[config.mk]
export PLATFORM = sky130hd
export DESIGN_NAME = hazard_scoreboard
export DESIGN_NICKNAME = d
export VERILOG_FILES = /design/src/rtl/hazard_scoreboard.sv
export SDC_FILE = /design/constraint.sdc
export NUM_CORES = 1
export LEC_CHECK = 0
export BUFFER_PORTS_ARGS = -buffer_cell sky130_fd_sc_hd__buf_2
export CAP_MARGIN = 10
export CORE_AREA = 4 4 75 77
export DETAILED_ROUTE_END_ITERATION = 12
export DIE_AREA = 0 0 79 81
export HOLD_SLACK_MARGIN = 0.15
export PLACE_DENSITY_LB_ADDON = 0.25
export SLEW_MARGIN = 20
export SYNTH_ARGS = -nofsm -noshare
export SYNTH_HDL_FRONTEND = slang
export SYNTH_SLANG_ARGS = --single-unit
[constraint.sdc]
create_clock -name clk -period 2 [get_ports clk]
set_input_delay 0.2 -clock clk [delete_from_list [all_inputs] [get_ports clk]]
set_output_delay 0.2 -clock clk [all_outputs]
set_load 0.05 [all_outputs]
[src/rtl/hazard_scoreboard.sv]
// Hazard scoreboard: operand forwarding selects, data/mult-div stall generation and HI/LO busy
// tracking, driven from decoded D-stage fields and private copies of the E/M/W records.
module hazard_scoreboard #(
  parameter int unsigned REG_AW      = 5,
  parameter int unsigned TNEW_W      = 3,
  parameter int unsigned MULT_CYCLES = 5,
  parameter int unsigned DIV_CYCLES  = 10,
  parameter int unsigned CNT_W       = 4
) (
  input  logic              clk,
  input  logic              reset,
  input  logic [REG_AW-1:0] D_rs,
  input  logic [REG_AW-1:0] D_rt,
  input  logic [TNEW_W-1:0] D_Tuse_rs,
  input  logic [TNEW_W-1:0] D_Tuse_rt,
  input  logic [REG_AW-1:0] D_A,
  input  logic [TNEW_W-1:0] D_Tnew,
  input  logic [1:0]        D_md_op,
  input  logic              D_md_use,
  output logic              stall,
  output logic              md_busy,
  output logic [1:0]        D_fwd_rs,
  output logic [1:0]        D_fwd_rt,
  output logic [1:0]        E_fwd_rs,
  output logic [1:0]        E_fwd_rt,
  output logic [1:0]        M_fwd_rt
);

  localparam logic [1:0] MdMult = 2'd1;
  localparam logic [1:0] MdDiv  = 2'd2;

  // E keeps the full record; M only needs rt (store data) and W only its destination.
  logic [REG_AW-1:0] e_rs_q, e_rt_q, e_a_q, m_rt_q, m_a_q, w_a_q;
  logic [TNEW_W-1:0] e_tnew_q, m_tnew_q, w_tnew_q;
  logic [1:0]        e_md_q;
  logic [CNT_W-1:0]  cnt_q, cnt_d;

  function automatic logic [TNEW_W-1:0] sat_dec(input logic [TNEW_W-1:0] t);
    return (t == '0) ? '0 : t - TNEW_W'(1);
  endfunction

  function automatic logic hit(input logic [REG_AW-1:0] r, input logic [REG_AW-1:0] a);
    return (r != '0) && (a == r);
  endfunction

  // Youngest match decides; a match still producing (Tnew>0) blocks older stages.
  function automatic logic [1:0] pick(
    input logic [REG_AW-1:0] r,
    input logic              use_e,
    input logic              use_m,
    input logic [REG_AW-1:0] ea, input logic [TNEW_W-1:0] et,
    input logic [REG_AW-1:0] ma, input logic [TNEW_W-1:0] mt,
    input logic [REG_AW-1:0] wa, input logic [TNEW_W-1:0] wt
  );
    logic [1:0] sel;
    sel = 2'd0;
    if (use_e && hit(r, ea)) begin
      sel = (et == '0) ? 2'd1 : 2'd0;
    end else if (use_m && hit(r, ma)) begin
      sel = (mt == '0) ? 2'd2 : 2'd0;
    end else if (hit(r, wa)) begin
      sel = (wt == '0) ? 2'd3 : 2'd0;
    end
    return sel;
  endfunction

  function automatic logic data_stall(
    input logic [REG_AW-1:0] r,
    input logic [TNEW_W-1:0] tuse,
    input logic [REG_AW-1:0] ea, input logic [TNEW_W-1:0] et,
    input logic [REG_AW-1:0] ma, input logic [TNEW_W-1:0] mt
  );
    logic s;
    s = 1'b0;
    if (tuse != '1) begin
      if (hit(r, ea))      s = (et > tuse);
      else if (hit(r, ma)) s = (mt > tuse);
    end
    return s;
  endfunction

  logic md_stall;

  always_comb begin
    md_busy  = (cnt_q != '0);
    md_stall = D_md_use && (md_busy || e_md_q == MdMult || e_md_q == MdDiv);
    stall    = md_stall
            || data_stall(D_rs, D_Tuse_rs, e_a_q, e_tnew_q, m_a_q, m_tnew_q)
            || data_stall(D_rt, D_Tuse_rt, e_a_q, e_tnew_q, m_a_q, m_tnew_q);
    D_fwd_rs = pick(D_rs, 1'b1, 1'b1, e_a_q, e_tnew_q, m_a_q, m_tnew_q, w_a_q, w_tnew_q);
    D_fwd_rt = pick(D_rt, 1'b1, 1'b1, e_a_q, e_tnew_q, m_a_q, m_tnew_q, w_a_q, w_tnew_q);
    E_fwd_rs = pick(e_rs_q, 1'b0, 1'b1, e_a_q, e_tnew_q, m_a_q, m_tnew_q, w_a_q, w_tnew_q);
    E_fwd_rt = pick(e_rt_q, 1'b0, 1'b1, e_a_q, e_tnew_q, m_a_q, m_tnew_q, w_a_q, w_tnew_q);
    M_fwd_rt = pick(m_rt_q, 1'b0, 1'b0, e_a_q, e_tnew_q, m_a_q, m_tnew_q, w_a_q, w_tnew_q);
  end

  // Load wins over decrement; the busy window starts as the op leaves E.
  always_comb begin
    cnt_d = cnt_q;
    if (e_md_q == MdMult)    cnt_d = CNT_W'(MULT_CYCLES);
    else if (e_md_q == MdDiv) cnt_d = CNT_W'(DIV_CYCLES);
    else if (cnt_q != '0)    cnt_d = cnt_q - CNT_W'(1);
  end

  always_ff @(posedge clk) begin
    if (reset) begin
      e_rs_q   <= '0;
      e_rt_q   <= '0;
      e_a_q    <= '0;
      e_tnew_q <= '0;
      e_md_q   <= '0;
      m_rt_q   <= '0;
      m_a_q    <= '0;
      m_tnew_q <= '0;
      w_a_q    <= '0;
      w_tnew_q <= '0;
      cnt_q    <= '0;
    end else begin
      w_a_q    <= m_a_q;
      w_tnew_q <= sat_dec(m_tnew_q);
      m_rt_q   <= e_rt_q;
      m_a_q    <= e_a_q;
      m_tnew_q <= sat_dec(e_tnew_q);
      cnt_q    <= cnt_d;
      if (stall) begin
        e_rs_q   <= '0;
        e_rt_q   <= '0;
        e_a_q    <= '0;
        e_tnew_q <= '0;
        e_md_q   <= '0;
      end else begin
        e_rs_q   <= D_rs;
        e_rt_q   <= D_rt;
        e_a_q    <= D_A;
        e_tnew_q <= D_Tnew;
        e_md_q   <= D_md_op;
      end
    end
  end

endmodule

==> results of run 1 <==
-- flip-flops by register name, indices dropped and copies added (netlist names) --
register,cells
e_a_q,5
e_rs_q,5
e_rt_q,5
m_a_q,5
m_rt_q,5
w_a_q,5
cnt_q,4
e_tnew_q,3
m_tnew_q,3
w_tnew_q,3
e_md_q,2
-- per-stage QoR --
stage	cell area (um^2)	total power, mW	util	hold WS [ns]	setup slack (ns)
floorplan	2810	2.29	-	0.335	-0.344
global placement	3190	2.58	0.637	0.408	0.0673
detailed placement	3190	2.62	0.637	0.412	0.0394
CTS	3640	3.53	0.727	0.210	-0.132
global route	3900	3.93	0.779	0.211	-0.262
finish	3900	3.71	0.779	0.224	-0.229
-- cells in the mapped netlist, types with 3 or more instances --
cell type and instances:
dfxtp_1 45, xnor2_1 32, inv_1 29, xor2_1 24, nor2b_1 19, ha_1 18, nor3_1 17, clkbuf_1 16
nor2_1 12, nor4_2 11, a21oi_1 10, nand3_1 9, nor4b_2 9, nand2_1 6, nand4_1 6, nor4_1 5
o21ai_0 4, a32oi_1 3, nand2b_1 3
-- worst min path at each step --
stage | from | depth (start not counted) | to | slack [ns]
4_1_cts | D_rt[2] | 2 | e_rt_q[2] | 0.21
5_1_grt | D_rt[2] | 2 | e_rt_q[2] | 0.21
2_1_floorplan | D_A[0] | 2 | e_a_q[0] | 0.33
3_5_place_dp | m_tnew_q[0] | 1 | w_tnew_q[0] | 0.41
3_3_place_gp | m_tnew_q[0] | 1 | w_tnew_q[0] | 0.41
6_report | D_rt[2] | 2 | e_rt_q[2] | 0.22
-- repair_timing --
item	4_1_cts	5_1_grt
cloned	0	0
pin swaps	25	24
resized for setup	57	41
hold buffers	10	0
setup buffers	6	8
endpoints found under the hold margin	10	0
endpoints found under the setup margin	10	19
-- worst max-delay path: stages, from the launching register on --
cell and delay (ns):
dfxtp_4 0.37, ha_4 0.28, nor2b_4 0.14, o21ai_2 0.07, a32oi_2 0.23, a21boi_2 0.12, o2bb2ai_2 0.17, or2_1 0.17
buf_6 0.17
-- routing by layer --
metal | up-vias | share of wire | wire [um] | track usage
met2 | 82 | 0.53 | 4040 | 0.433
met3 | 17 | 0.053 | 410 | 0.0443
met4 | 0 | 0.018 | 138 | 0.0756
li1 | 1184 | - | - | -
met1 | 1202 | 0.40 | 3090 | 0.281
met5 | - | 0 | 0 | 0
-- cell type report --
cell class	count	area, um^2
Tap cell	70	87.6
Multi-Input combinational cell	210	1980
Fill cell	333	1110
Clock inverter	3	47.5
Clock buffer	5	68.8
Sequential cell	45	928
Timing Repair Buffer	89	676
Inverter	29	111
-- power by group through the flow --
stage	sequential, mW	combinational (mW)	clock (mW)
after floorplan	1.13	1.15	0
after global placement	1.17	1.40	0
after detailed placement	1.18	1.44	0
after CTS	1.17	1.63	0.731
after global routing	1.20	1.96	0.763
final	1.18	1.81	0.716
-- cell families (layout without fill, tap and decap cells) --
family                   Yosys count  count (layout)  share of synthesized area
AND/OR/NAND/NOR                  105             105                      0.267
XOR/XNOR                          56              56                      0.177
buffers and inverters             50             126                     0.0762
flip-flops                        45              45                      0.325
AO/OA/AOI/OAI                     30              30                     0.0699
adder cells (fa/ha/maj)           18              18                     0.0812
multiplexers                       1               1                    0.00406
==> results.md, run 1 <==
- Status: complete, but fails checks
- Failing checks: setup timing
- Longest Clk Path Bufs: 2
- Clk network pwr share: 0.193
- CTS sink cnt: 45
- Post-Layout Cell Count: 451
- Syn Inst Count: 305
- Die width: 79 um
- Drt initial violations: 138
- Kind of critical path: reg -> out
- Synthesized area: 0.00277 mm^2
- Period utilisation layout: 1.11
- GRT Util Overall: 0.237
- # rows: 26
- Clk_lat worst skew: 0.31 ns
- First-pass GRT wire length: 12.0 mm
- Share of layout cells above drive strength 1: 0.457
- Cell Count Post-Placement: 419
- DRC Markers: 0
- CP Capture Point: stall
- VDD IR max: 0.800 mV
- Root Driver: clkbuf_8
- Post-synthesis sequential area ratio: 0.325
- Gate power share: 0.488
- R2R setup slack: 0.02 ns
- #FFs+latches synth: 45
- Synth cell types: 40
- Die area: 0.00640 mm^2
- Vias in the first global route: 2540
- Slack of the critical path: -0.229 ns
- Max-slew violations: 0
- PD cells: 950 mW/mm^2
- Drt pass-1 iters: 4
- Startpoint Class: flop
- Worst Skew: 0.0137 ns
- Synthesis warning total: 0
- Worst-path clk slew: 0.09 ns
- Largest area contributor in the netlist: dfxtp_1
- Max Cap Viol: 0
- Post-synth top flop: dfxtp_1
- Asr flop ratio synth: 0
- CP Launch Point: m_tnew_q[1]
- I/O Buffers: 40
- Final HPWL DP: 4.89 mm
- Worst hold path class: in -> reg
- TritonCTS clock tree: built
- Layout Nets: 427
- Final ANT Viol Nets: 0
- H-tree lvl count: 2
- Most common cell after layout, fill and taps aside: buf_4
- Worst flop-to-flop path startpoint: e_tnew_q[1]
- Critical Path RT: 1.80 ns
- Internal power: 2.21 mW
- Leakage: 1.66 nW
- Most frequent cells in the layout: buf_4, xnor2_1, buf_2, dfxtp_1, inv_1
- Area growth from synthesis to layout: 40.7%
- Max FO, Critical Path: 3
- Final Critical Period: 2.23 ns
- Final WL: 7.68 mm
- # IOs: 41
- Unrepaired setup endpoints after global routing: yes
- Post-synth top area share: 0.325
- Post-DR vias/cell: 5.51
- Hold Fails Final Rpt: 0
- FF-to-FF path depth: 8
- Data arrival, critical path: 2.03 ns
- Slew HR: 0.569
- Worst r2r dst: e_rt_q[3]
- Initial antenna violation count: 0
- CTS buffer count: 5
- Setup TNS: -0.560 ns
- Finish-stage setup viols: 7
- CORE AREA: 0.00501 mm^2
- Vias: 2485
- Drt wl/cell: 17.0 um
- Initial core utilization: 0.554
- P_sw: 1.50 mW
- Largest cells by area after synthesis: dfxtp_1, xnor2_1, ha_1, xor2_1, nor4_2
- Syn avg cell area: 9.09 um^2
- Die outline height: 81 um
- Worst-Margin Slew: 0.647 ns
- Flop pwr share: 0.319
- Grt total ovfl: 0
- Max Freq: 449 MHz
- N_diodes: 0
- Sw Share: 0.403
- Largest net degree at the start of global routing: 27
- Nature of the critical path endpoint: primary output
- Mapped Nets: 352
- Number of synthesized flops with an enable pin: 0
- Placer Congestion: 0.875
(Power assumes the default switching activity.)
==> run 2: changes to the inputs <==
==> constraint.sdc (replaced) <==
create_clock -name clk -period 2 [get_ports clk]
set_input_delay 0.3 -clock clk [delete_from_list [all_inputs] [get_ports clk]]
set_output_delay 0.3 -clock clk [all_outputs]
set_load 0.05 [all_outputs]
==> results.md, run 2 (synthesis gave the netlist of run 1 again) <==
- Worst flop-to-flop path startpoint: e_tnew_q[2]
- # rows: 26
- Final hold slack: 0.214 ns
- H-tree lvl count: 2
- Area growth from synthesis to layout: 39.3%
- Flop pwr share: 0.330
- Slew HR: 0.698
- Kind of critical path: reg -> out
- R2R setup slack: 0.07 ns
- Unrepaired setup endpoints after global routing: yes
- Hold Fails Final Rpt: 0
- CTS buffer count: 5
- P_sw: 1.46 mW
- Post-DP Area: 0.00338 mm^2
- Design area: 0.00386 mm^2
- Layout Nets: 422
- Worst-Margin Slew: 0.452 ns
- Data arrival, critical path: 1.90 ns
- Sw Share: 0.412
- TritonCTS clock tree: built
- Failing checks: setup timing
- Post-Place Worst Slack: -0.179 ns
- N_diodes: 0
- Most common cell after layout, fill and taps aside: buf_4
- Max FO, Critical Path: 3
- Final WL: 7.41 mm
- Final HPWL DP: 5.12 mm
- Critical Path RT: 1.70 ns
- Final ANT Viol Nets: 0
- Initial antenna violation count: 0
- CORE AREA: 0.00501 mm^2
- Largest net degree at the start of global routing: 29
- Slowest cell on the critical path: dfxtp_2
- Initial core utilization: 0.554
- Vias: 2444
- Vias in the first global route: 2498
- Max-slew violations: 0
- Max Freq: 454 MHz
- CTS sink cnt: 45
- Die width: 79 um
- Clk_lat worst skew: 0.31 ns
- Worst-path clk slew: 0.09 ns
- Finish-stage setup viols: 9
- Share of layout cells above drive strength 1: 0.476
- Grt total ovfl: 0
- Worst path cell trace: xor2_1 -> nor3_1 -> nand3_1 -> buf_4 -> inv_1 -> nand2_1 -> a21oi_2 -> buf_6
- DRC Markers: 0
- Hold Path End: e_a_q[3]
- FF-to-FF path depth: 8
- # IOs: 41
- Longest Clk Path Bufs: 2
- Fillers: 347
- Root Driver: clkbuf_8
- Gate power share: 0.515
- Hold Path Stages: 3
- CP max stage delay: 0.35 ns
- VDD IR max: 0.843 mV
- Final Critical Period: 2.20 ns
- Min-delay src: D_A[3]
- I/O Buffers: 40
- Status: complete, but fails checks
- Worst hold path class: in -> reg
- Internal power: 2.09 mW
- First-pass GRT wire length: 11.8 mm
- GRT Util Overall: 0.234
- Nature of the critical path endpoint: primary output
- Drt initial violations: 124
- Most frequent cells in the layout: buf_4, xnor2_1, buf_2, dfxtp_1, inv_1
- Drt pass-1 iters: 4
- Die area: 0.00640 mm^2
- Post-DR vias/cell: 5.48
- Slack of the critical path: -0.202 ns
- Layout Utilization: 0.771
- Worst r2r dst: e_rt_q[0]
- Clk network pwr share: 0.155
- Startpoint Class: flop
- Max Cap Viol: 0
- Die outline height: 81 um
- Leakage: 1.63 nW
- PD cells: 919 mW/mm^2
- Period utilisation layout: 1.10
- Placer Congestion: 0.867
- Drt wl/cell: 16.6 um
- Worst Skew: 0.0142 ns
[run 2: cell count changes in the layout (fill, tap and decap cells not counted), moves of 2 or more]
cell / previous run / this run
nor3_4: 2 / 5
buf_12: 0 / 3
inv_6: 2 / 0
dlygate4sd3_1: 10 / 0
buf_2: 31 / 29
buf_6: 12 / 10
buf_4: 34 / 40
nor3_2: 6 / 2
clkinv_2: 0 / 2
[run 2: per-stage QoR]
step | total power [mW] | std cells | TNS, ns
global placement | 2.65 | 436 | -0.829
global route | 3.78 | 446 | -1.89
detailed placement | 2.70 | 436 | -1.94
finish | 3.55 | 446 | -1.01
CTS | 3.42 | 444 | -1.21
floorplan | 2.31 | 305 | -0.242
[run 2: power groups by stage]
stage / logic [mW] / registers (mW) / clock network, mW
2_1_floorplan: 1.18 / 1.13 / 0
3_3_place_gp: 1.49 / 1.16 / 0
3_5_place_dp: 1.53 / 1.17 / 0
4_1_cts: 1.70 / 1.16 / 0.564
5_1_grt: 1.99 / 1.19 / 0.604
6_report: 1.83 / 1.17 / 0.552
[run 2: cell type report]
| type | instances | area (um^2) | share of cell area |
|---|---|---|---|
| multi-input cells | 210 | 2000 | 0.517 |
| repair buffers | 84 | 648 | 0.168 |
| inverters | 29 | 111 | 0.0288 |
| clock buffers | 5 | 68.8 | 0.0178 |
| well taps | 70 | 87.6 | 0.0227 |
| clock inverters | 3 | 17.5 | 0.00453 |
| flip-flops and latches | 45 | 932 | 0.241 |
[run 2: per-layer routing]
metal / track usage / up-vias / part of all wire
met5: 0 / - / 0
met4: 0.0893 / 0 / 0.023
met3: 0.0499 / 25 / 0.050
met2: 0.424 / 76 / 0.52
met1: 0.271 / 1168 / 0.41
li1: - / 1175 / -
[run 2: what timing repair did]
| item | CTS | global route |
|---|---|---|
| pin swaps | 19 | 23 |
| buffers inserted | 2 | 4 |
| hold buffers | 0 | 0 |
| endpoints found under the setup margin | 11 | 31 |
| gates resized for setup | 56 | 42 |
[run 2: how the worst max path moves through the flow]
stage / depth (start not counted) / endpoint / startpoint / slack [ns]
5_1_grt: 7 / D_fwd_rt[0] / w_a_q[2] / -0.30
6_report: 8 / D_fwd_rt[0] / e_a_q[4] / -0.20
3_3_place_gp: 9 / D_fwd_rt[1] / D_rt[3] / -0.15
4_1_cts: 8 / stall / m_tnew_q[1] / -0.21
2_1_floorplan: 5 / E_fwd_rt[1] / e_rt_q[1] / -0.24
3_5_place_dp: 9 / stall / D_rt[1] / -0.18
[run 2: critical path, delay by kind of cell, from the launching register on]
| kind | cells | cell delay, ns |
|---|---|---|
| AOI/OAI and AO/OA | 1 | 0.18 |
| xor gates and xnor gates | 1 | 0.14 |
| buffers and inverters | 3 | 0.46 |
| DFF | 1 | 0.35 |
| and+or+nand+nor | 3 | 0.46 |
